===== src/rtl/apb_bridge_pkg.sv =====
// rtl/apb_bridge_pkg.sv - shared types and constants for the AXI4-Lite to APB bridge
package apb_bridge_pkg;

  typedef enum logic [1:0] {
    ST_IDLE   = 2'd0,
    ST_SETUP  = 2'd1,
    ST_ACCESS = 2'd2,
    ST_RESP   = 2'd3
  } apb_state_e;

  localparam int APB_PROT_W          = 3;
  localparam int APB_TIMEOUT_DEFAULT = 16;

endpackage


===== src/rtl/apb_wait_timer.sv =====
// rtl/apb_wait_timer.sv - APB wait-state counter with terminal-count flag
module apb_wait_timer
  import apb_bridge_pkg::*;
#(
  parameter int TIMEOUT = APB_TIMEOUT_DEFAULT
) (
  input  logic clk,
  input  logic rst_n,
  input  logic clear,
  input  logic enable,
  output logic expired
);

  localparam int CNT_W = (TIMEOUT > 0) ? $clog2(TIMEOUT + 1) : 1;
  localparam logic [CNT_W-1:0] LAST = CNT_W'(TIMEOUT - 1);

  logic [CNT_W-1:0] cnt_q, cnt_d;

  // Expired flags the last permitted wait cycle; a zero TIMEOUT never expires.
  assign expired = (TIMEOUT != 0) && (cnt_q == LAST);

  // Clear on the way into ACCESS, count stalled cycles, stop at the terminal count.
  always_comb begin
    cnt_d = cnt_q;
    if (clear) begin
      cnt_d = '0;
    end else if (enable && !expired) begin
      cnt_d = cnt_q + CNT_W'(1);
    end
  end

  // Counter register.
  always_ff @(posedge clk or negedge rst_n) begin
    if (!rst_n) begin
      cnt_q <= '0;
    end else begin
      cnt_q <= cnt_d;
    end
  end

endmodule


===== src/rtl/apb_master_stage.sv =====
// rtl/apb_master_stage.sv - APB4 master back end of the AXI4-Lite to APB bridge
module apb_master_stage
  import apb_bridge_pkg::*;
#(
  parameter int ADDR_W  = 32,
  parameter int DATA_W  = 32,
  parameter int TIMEOUT = APB_TIMEOUT_DEFAULT
) (
  input  logic                  aclk,
  input  logic                  aresetn,
  input  logic                  req_valid,
  output logic                  req_ready,
  input  logic                  req_write,
  input  logic [ADDR_W-1:0]     req_addr,
  input  logic [DATA_W-1:0]     req_wdata,
  input  logic [DATA_W/8-1:0]   req_strb,
  input  logic [APB_PROT_W-1:0] req_prot,
  output logic                  rsp_valid,
  input  logic                  rsp_ready,
  output logic [DATA_W-1:0]     rsp_rdata,
  output logic                  rsp_err,
  output logic                  psel,
  output logic                  penable,
  output logic                  pwrite,
  output logic [ADDR_W-1:0]     paddr,
  output logic [DATA_W-1:0]     pwdata,
  output logic [DATA_W/8-1:0]   pstrb,
  output logic [APB_PROT_W-1:0] pprot,
  input  logic                  pready,
  input  logic [DATA_W-1:0]     prdata,
  input  logic                  pslverr
);

  localparam int STRB_W = DATA_W / 8;

  apb_state_e              state_q, state_d;
  logic                    pwrite_q, pwrite_d;
  logic [ADDR_W-1:0]       paddr_q, paddr_d;
  logic [DATA_W-1:0]       pwdata_q, pwdata_d;
  logic [STRB_W-1:0]       pstrb_q, pstrb_d;
  logic [APB_PROT_W-1:0]   pprot_q, pprot_d;
  logic [DATA_W-1:0]       rsp_rdata_q, rsp_rdata_d;
  logic                    rsp_err_q, rsp_err_d;
  logic                    timer_clear, timer_enable, timer_expired;

  assign timer_clear  = (state_q == ST_SETUP);
  assign timer_enable = (state_q == ST_ACCESS) && !pready;

  apb_wait_timer #(
    .TIMEOUT (TIMEOUT)
  ) u_wait_timer (
    .clk     (aclk),
    .rst_n   (aresetn),
    .clear   (timer_clear),
    .enable  (timer_enable),
    .expired (timer_expired)
  );

  // Handshake and bus-phase outputs decode straight from the state register.
  assign req_ready = (state_q == ST_IDLE);
  assign rsp_valid = (state_q == ST_RESP);
  assign psel      = (state_q == ST_SETUP) || (state_q == ST_ACCESS);
  assign penable   = (state_q == ST_ACCESS);
  assign pwrite    = pwrite_q;
  assign paddr     = paddr_q;
  assign pwdata    = pwdata_q;
  assign pstrb     = pstrb_q;
  assign pprot     = pprot_q;
  assign rsp_rdata = rsp_rdata_q;
  assign rsp_err   = rsp_err_q;

  // Next-state and payload capture: request fields latch on accept, response on completion.
  always_comb begin
    state_d     = state_q;
    pwrite_d    = pwrite_q;
    paddr_d     = paddr_q;
    pwdata_d    = pwdata_q;
    pstrb_d     = pstrb_q;
    pprot_d     = pprot_q;
    rsp_rdata_d = rsp_rdata_q;
    rsp_err_d   = rsp_err_q;
    case (state_q)
      ST_IDLE: begin
        if (req_valid) begin
          state_d  = ST_SETUP;
          pwrite_d = req_write;
          paddr_d  = req_addr;
          pwdata_d = req_write ? req_wdata : '0;
          pstrb_d  = req_write ? req_strb : '0;
          pprot_d  = req_prot;
        end
      end
      ST_SETUP: begin
        state_d = ST_ACCESS;
      end
      ST_ACCESS: begin
        if (pready) begin
          state_d     = ST_RESP;
          rsp_err_d   = pslverr;
          rsp_rdata_d = pwrite_q ? '0 : prdata;
        end else if (timer_expired) begin
          state_d     = ST_RESP;
          rsp_err_d   = 1'b1;
          rsp_rdata_d = '0;
        end
      end
      ST_RESP: begin
        if (rsp_ready) begin
          state_d = ST_IDLE;
        end
      end
      default: begin
        state_d = ST_IDLE;
      end
    endcase
  end

  // State and payload registers; reset abandons any transfer in flight.
  always_ff @(posedge aclk or negedge aresetn) begin
    if (!aresetn) begin
      state_q     <= ST_IDLE;
      pwrite_q    <= 1'b0;
      paddr_q     <= '0;
      pwdata_q    <= '0;
      pstrb_q     <= '0;
      pprot_q     <= '0;
      rsp_rdata_q <= '0;
      rsp_err_q   <= 1'b0;
    end else begin
      state_q     <= state_d;
      pwrite_q    <= pwrite_d;
      paddr_q     <= paddr_d;
      pwdata_q    <= pwdata_d;
      pstrb_q     <= pstrb_d;
      pprot_q     <= pprot_d;
      rsp_rdata_q <= rsp_rdata_d;
      rsp_err_q   <= rsp_err_d;
    end
  end

endmodule


===== config.mk =====
export PLATFORM = sky130hd
export DESIGN_NAME = apb_master_stage
export DESIGN_NICKNAME = d
export VERILOG_FILES = /design/src/rtl/apb_bridge_pkg.sv /design/src/rtl/apb_wait_timer.sv /design/src/rtl/apb_master_stage.sv
export SDC_FILE = /design/constraint.sdc
export NUM_CORES = 1
export LEC_CHECK = 0
export CAP_MARGIN = 30
export CORE_ASPECT_RATIO = 0.75
export CORE_MARGIN = 2
export CORE_UTILIZATION = 40
export DETAILED_ROUTE_END_ITERATION = 10
export DONT_BUFFER_PORTS = 1
export PLACE_DENSITY_LB_ADDON = 0.15
export SYNTH_ARGS = -nofsm -noshare
export SYNTH_HDL_FRONTEND = slang
export SYNTH_SLANG_ARGS = --single-unit

===== constraint.sdc =====
create_clock -name aclk -period 1.7 [get_ports aclk]
set_input_delay 0.51 -clock aclk [delete_from_list [all_inputs] [get_ports aclk]]
set_output_delay 0.51 -clock aclk [all_outputs]
set_load 0.03 [all_outputs]

== Word level (Yosys, flattened, before mapping) ==
Index checks and enable logic that the tools add are counted.
Storage, ports and cells
  output and inout port bits: 109
  word-level logic and storage cells: 42
  bits in registers: 112
  bits of input ports: 110
Cells by class
  equality and inequality tests: 7
  add/sub/neg operators: 1
  muxes and demuxes: 14
  reduce and logical (&&, ||, !) cells: 11
Operators with widths (number)
  32-bit 2-to-1 mux: 4
  5-bit 2-to-1 mux: 2
  2-bit 2-to-1 mux: 4
  2-bit one-hot mux with 4 select lines: 1
  5-bit by 1-bit adder with 5-bit output (second input constant): 1
  5-bit by 4-bit equality test with 1-bit output (second input constant): 1
  2-bit equality test (second input constant): 2
  4-bit 2-to-1 mux: 1
  2-bit AND reduction: 2
  2-bit nonzero test: 2
  3-bit by 1-bit inequality test with 1-bit output (second input constant): 1
  3-bit AND reduction: 1
  2-bit by 1-bit equality test with 1-bit output (second input constant): 1
  1-bit logical AND: 2
  1-bit logical NOT: 2
  2-bit logical NOT: 1
  1-bit 2-to-1 mux: 2
  2-bit by 1-bit inequality test with 1-bit output (second input constant): 1
  2-bit inequality test (second input constant): 1
  1-bit logical OR: 1

== Longest topological paths before layout ==
Gate-level depths: netlist (run 1).
  depth in word-level cells: 5
  gate-level depth with buffers: 8

== By module ==
From an unflattened synthesis (run 1), not the netlist that was laid out.
Second synthesis, totals
  cells, all modules: 416
  area, all modules: 4648.2 um2
By module, submodules not included
  apb_master_stage: cells an instance 393, times used 1, area an instance 4388.0 um2, seq. area each 2677.6 um2
  apb_wait_timer: cells an instance 23, times used 1, area an instance 260.2 um2, seq. area each 125.1 um2

== Worst setup path before layout (run 1) ==
No wires, ideal clock.
  path type: flip-flop to flip-flop
  start point: register state_q[0]
  end point: register state_q[1]
  arrival: 1.648 ns
  library setup time: 0.125 ns
  setup slack: -0.073 ns
  stages on the path, launching flop included: 6
  buffers on the path: 0
  cells stage by stage: dfrtp_1 inv_1 ha_1 nor3b_4 nor3_2 mux2_4
Between the ends
  longest elaborated chain between the ends: 3
RTL lines
  start, declared: line apb_master_stage.sv:36  | apb_state_e state_q, state_d;
  start signal, assigned: line apb_master_stage.sv:130  | state_q <= state_d;
  2-bit equality test (*)
  net penable: line apb_master_stage.sv:23  | output logic penable,
  3-bit by 1-bit inequality test with 1-bit output (no line)
  3-bit AND reduction (no line)
Mark *: on every way through the listed nets, which the timed path passes. The rest lies on a longest branch.
A chain may end at the register's enable or synchronous reset.

== Worst setup path after layout (run 1) ==
  start point: register u_wait_timer.cnt_q[0]
  end point: register u_wait_timer.cnt_q[1]
Between the ends
  longest elaborated chain between the ends: 4
RTL lines
  start, declared: line apb_wait_timer.sv:17  | logic [CNT_W-1:0] cnt_q, cnt_d;
  start signal, assigned: line apb_wait_timer.sv:37  | cnt_q <= cnt_d;
  parallel branches: the longest is 4 deep, another holds 5-bit by 1-bit adder with 5-bit output
Parallel ways; which one is timed is not known. The select of a mux whose other input is x is not followed.

==> run summary, run 1 <==
DRC Markers - 0
Power Density - 2330 nW/um2
Clock Skew - 3.69 ps
Mapped cell area - 4470 um2
Initial DRC count - 126
Final setup viols - 1
Register area share after synthesis - 62.7%
Status - finished with violations
Tcrit/Tclk final - 101%
Async SR Flop Fraction - 100%
Final Hold Viols - 112
Synth Register Bits - 112
Least-Margin Pin Slew - 370 ps
Root buf cell - clkbuf_16
IO Pins - 219
WP data required - 1920 ps
Die height - 95.5 um
Syn_nets - 531
Synth Area in Adders - 1.68%
Post-synth top flop - dfrtp_1
Main combinational cell family by area after synthesis - simple AND/OR/NAND/NOR gates
Core area - 10900 um2
Antenna violations before repair - 0
Crit path time final - 1720 ps
Max frequency - 582 MHz
Nets@finish - 538
Port buffer count - 0
Hold WC Path Type - input port to asynchronous set/reset pin
Crit start category - flip-flop
Vias in the first global route - 2764
Critical register-to-register path startpoint - u_wait_timer.cnt_q[0]
Crit-path max FO - 5
Drt via density - 5.04
Top-count cell post-synth - nand2_1
Library cells used by synthesis - 24
First-pass GRT wire length - 14700 um
Area contributors post-synth - dfrtp_1 63%, nand2_1 12%, mux2_2 9.1%, o21ai_0 4.3%, o21ai_1 3.5%
Worst-case reg-to-reg path depth - 7
Post-synthesis instance total - 415
Critical R2R Capture - u_wait_timer.cnt_q[1]
Largest area contributor in the netlist - dfrtp_1
DR pass1 iterations - 4
Layout cells sized above 1 - 20.8%
Yosys warns - 0
Tot Pwr - 12.0 mW
Die Area - 12000 um2
CP max stage delay - 380 ps
DIE WIDTH - 126 um
Crit. End Element - flip-flop
Worst setup path startpoint - u_wait_timer.cnt_q[0]
Slew HR - 75.4%
Post-route design area - 5130 um2
Detailed placement HPWL - 6990 um
Clock latency on the worst-skew pair - 340 ps
Clock sink total - 112
Worst setup margin - -17.4 ps
Worst Path Arrival - 1940 ps
Global placer's final weighted congestion - 0.757
Violated checks - hold timing, setup timing
Worst vdd ir - 0.00107 V
Initial Util - 41.0%
CP max stage cell - dfrtp_1
Most instantiated cells after synthesis - 138 x nand2_1, 112 x dfrtp_1, 38 x o21ai_0
CTS tree - yes
Hold Worst Slack - -141 ps
Post-synth EDFFs - 0
Clock tree buffer depth - 2
Drt wl/cell - 17.3 um
# diodes - 0
Avg Cell Area, Syn - 10.8 um2
Static Leak - 2.30 nW
Global Route Usage Sum - 15.7%
R2r setup slk - -20 ps
Cts bufs inserted - 9
Num rows - 33
Synth Area in XOR/XNOR - 0.392%
Final instance count without filler cells - 567
Total number of vias - 2860
Max-Cap Viols - 0
Share of the synthesized area in the top cell type - 62.7%
Crit-path cells - ha_2, and3_4, ha_4, nor3b_4, buf_6, mux2i_1, nor2_1
Final wirelength - 9790 um
Clock-pin slew on the worst setup and hold paths - 70 ps
Largest net degree at the start of global routing - 113
Slew Limit Fails - 0
ANT nets after route - 0
Total placed instance area - 4740 um2
Compound-gate portion of the synthesized area - 8.57%
Crit path kind - flip-flop to flip-flop
DP Cell Count - 546
Post-synthesis simple-gate area fraction - 13.7%
Gr ovfl total - 0
Mux contribution to synthesized area - 9.63%
RSZ-0062 raised after global routing - yes
H-tree levels - 3
Layout area overhead - 14.7%
-- report_power, final --
group / internal, mW / switching (mW)
Combinational: 1.35 / 1.32
Clock: 1.05 / 0.939
Sequential: 3.91 / 3.39
Total: 6.30 / 5.65
-- placed cells by master (no fill, tap or decap), types with 2 or more instances in the layout --
cell type   synthesis  routed
buf_12              0       5
o21ai_1            31      31
buf_6               0       5
mux2_2             36      36
clkinv_4            0       2
clkbuf_16           0       9
clkinvlp_4          0       2
ha_4                0       4
inv_1               5       4
nor2_1              5       5
dfrtp_1           112     112
xnor2_1             2       2
buf_4               3      12
o21ai_0            38      37
nand2_1           138     137
a21oi_1             2       2
nor2b_1             3       2
-- what timing repair did --
action	CTS	global route
setup endpoints to repair	5	38
pin swaps	4	3
resized for setup	6	6
setup buffers	4	1
hold endpoints to repair	112	112
-- state kept, by name, indices dropped and copies added, names as in the netlist --
register,cells
pwdata,32
pstrb,4
paddr,32
u_wait_timer.cnt_q,5
rsp_rdata,32
state_q,2
pwrite,1
pprot,3
rsp_err,1
-- logic make-up (layout without fill, tap and decap cells) --
kind of cell / after synthesis / count (layout)
xor+xnor: 2 / 2
flops: 112 / 112
fa+ha+maj: 6 / 6
buf+inv: 31 / 43
compound gates: 74 / 74
simple gates: 152 / 152
mux: 38 / 38
-- area by class of cell --
type                    count  area [um2]
clock buffers              11         243
inverters                   5        18.8
well taps                 140         175
flip-flops and latches    112        2800
fillers                  1012        5770
clock inverters             5        41.3
multi-input cells         272        1600
repair buffers             22         246
-- critical path: cells and delay by family (launching register included) --
family | cells | cell delay [ps]
buffers and inverters | 1 | 160
DFF | 1 | 380
adders and majority gates | 2 | 370
and+or+nand+nor | 3 | 490
muxes | 1 | 210
-- layer usage --
| metal | share of wire [%] | up-vias | GRT usage [%] |
|---|---|---|---|
| li1 | - | 1367 | - |
| met1 | 41 | 1353 | 19.0 |
| met2 | 48 | 129 | 25.6 |
| met3 | 9.2 | 11 | 6.85 |
| met4 | 1.1 | 0 | 4.67 |
| met5 | 0 | - | 0 |
-- worst max-delay path by stage --
stage               slack (ps)                    end  cells after the start
finish                     -20  u_wait_timer.cnt_q[1]                      7
global route              -100  u_wait_timer.cnt_q[1]                      7
CTS                        -40              req_ready                      3
detailed placement         -50  u_wait_timer.cnt_q[1]                      7
global placement            40  u_wait_timer.cnt_q[1]                      7
floorplan                    4             pwdata[27]                      7
-- through the flow --
stage | setup slack (ps) | setup TNS (ps) | utilization [%]
global placement | 35.8 | 0 | 43.5
floorplan | 3.64 | 0 | -
global route | -103 | -1580 | 47.0
finish | -17.4 | -17.4 | 47.0
detailed placement | -52.3 | -52.3 | 43.5
CTS | -44.5 | -113 | 46.7
Power figures use the tool's default switching activity.
==> run 2: changes to the inputs <==
--- a/config.mk
+++ b/config.mk
@@ -9,6 +9,7 @@
 export CORE_ASPECT_RATIO = 0.75
 export CORE_MARGIN = 2
 export CORE_UTILIZATION = 40
+export CTS_CLUSTER_DIAMETER = 30
 export DETAILED_ROUTE_END_ITERATION = 10
 export DONT_BUFFER_PORTS = 1
 export PLACE_DENSITY_LB_ADDON = 0.15
==> results of run 2 <==
No change in the layout: final DEF, timing and power equal those of run 1.
==> run 3: changes to the inputs <==
--- a/config.mk
+++ b/config.mk
@@ -12,6 +12,7 @@
 export CTS_CLUSTER_DIAMETER = 30
 export DETAILED_ROUTE_END_ITERATION = 10
 export DONT_BUFFER_PORTS = 1
+export HOLD_SLACK_MARGIN = 0.1
 export PLACE_DENSITY_LB_ADDON = 0.15
 export SYNTH_ARGS = -nofsm -noshare
 export SYNTH_HDL_FRONTEND = slang
==> results of run 3 <==
No change in the layout: final DEF, timing and power equal those of run 1.
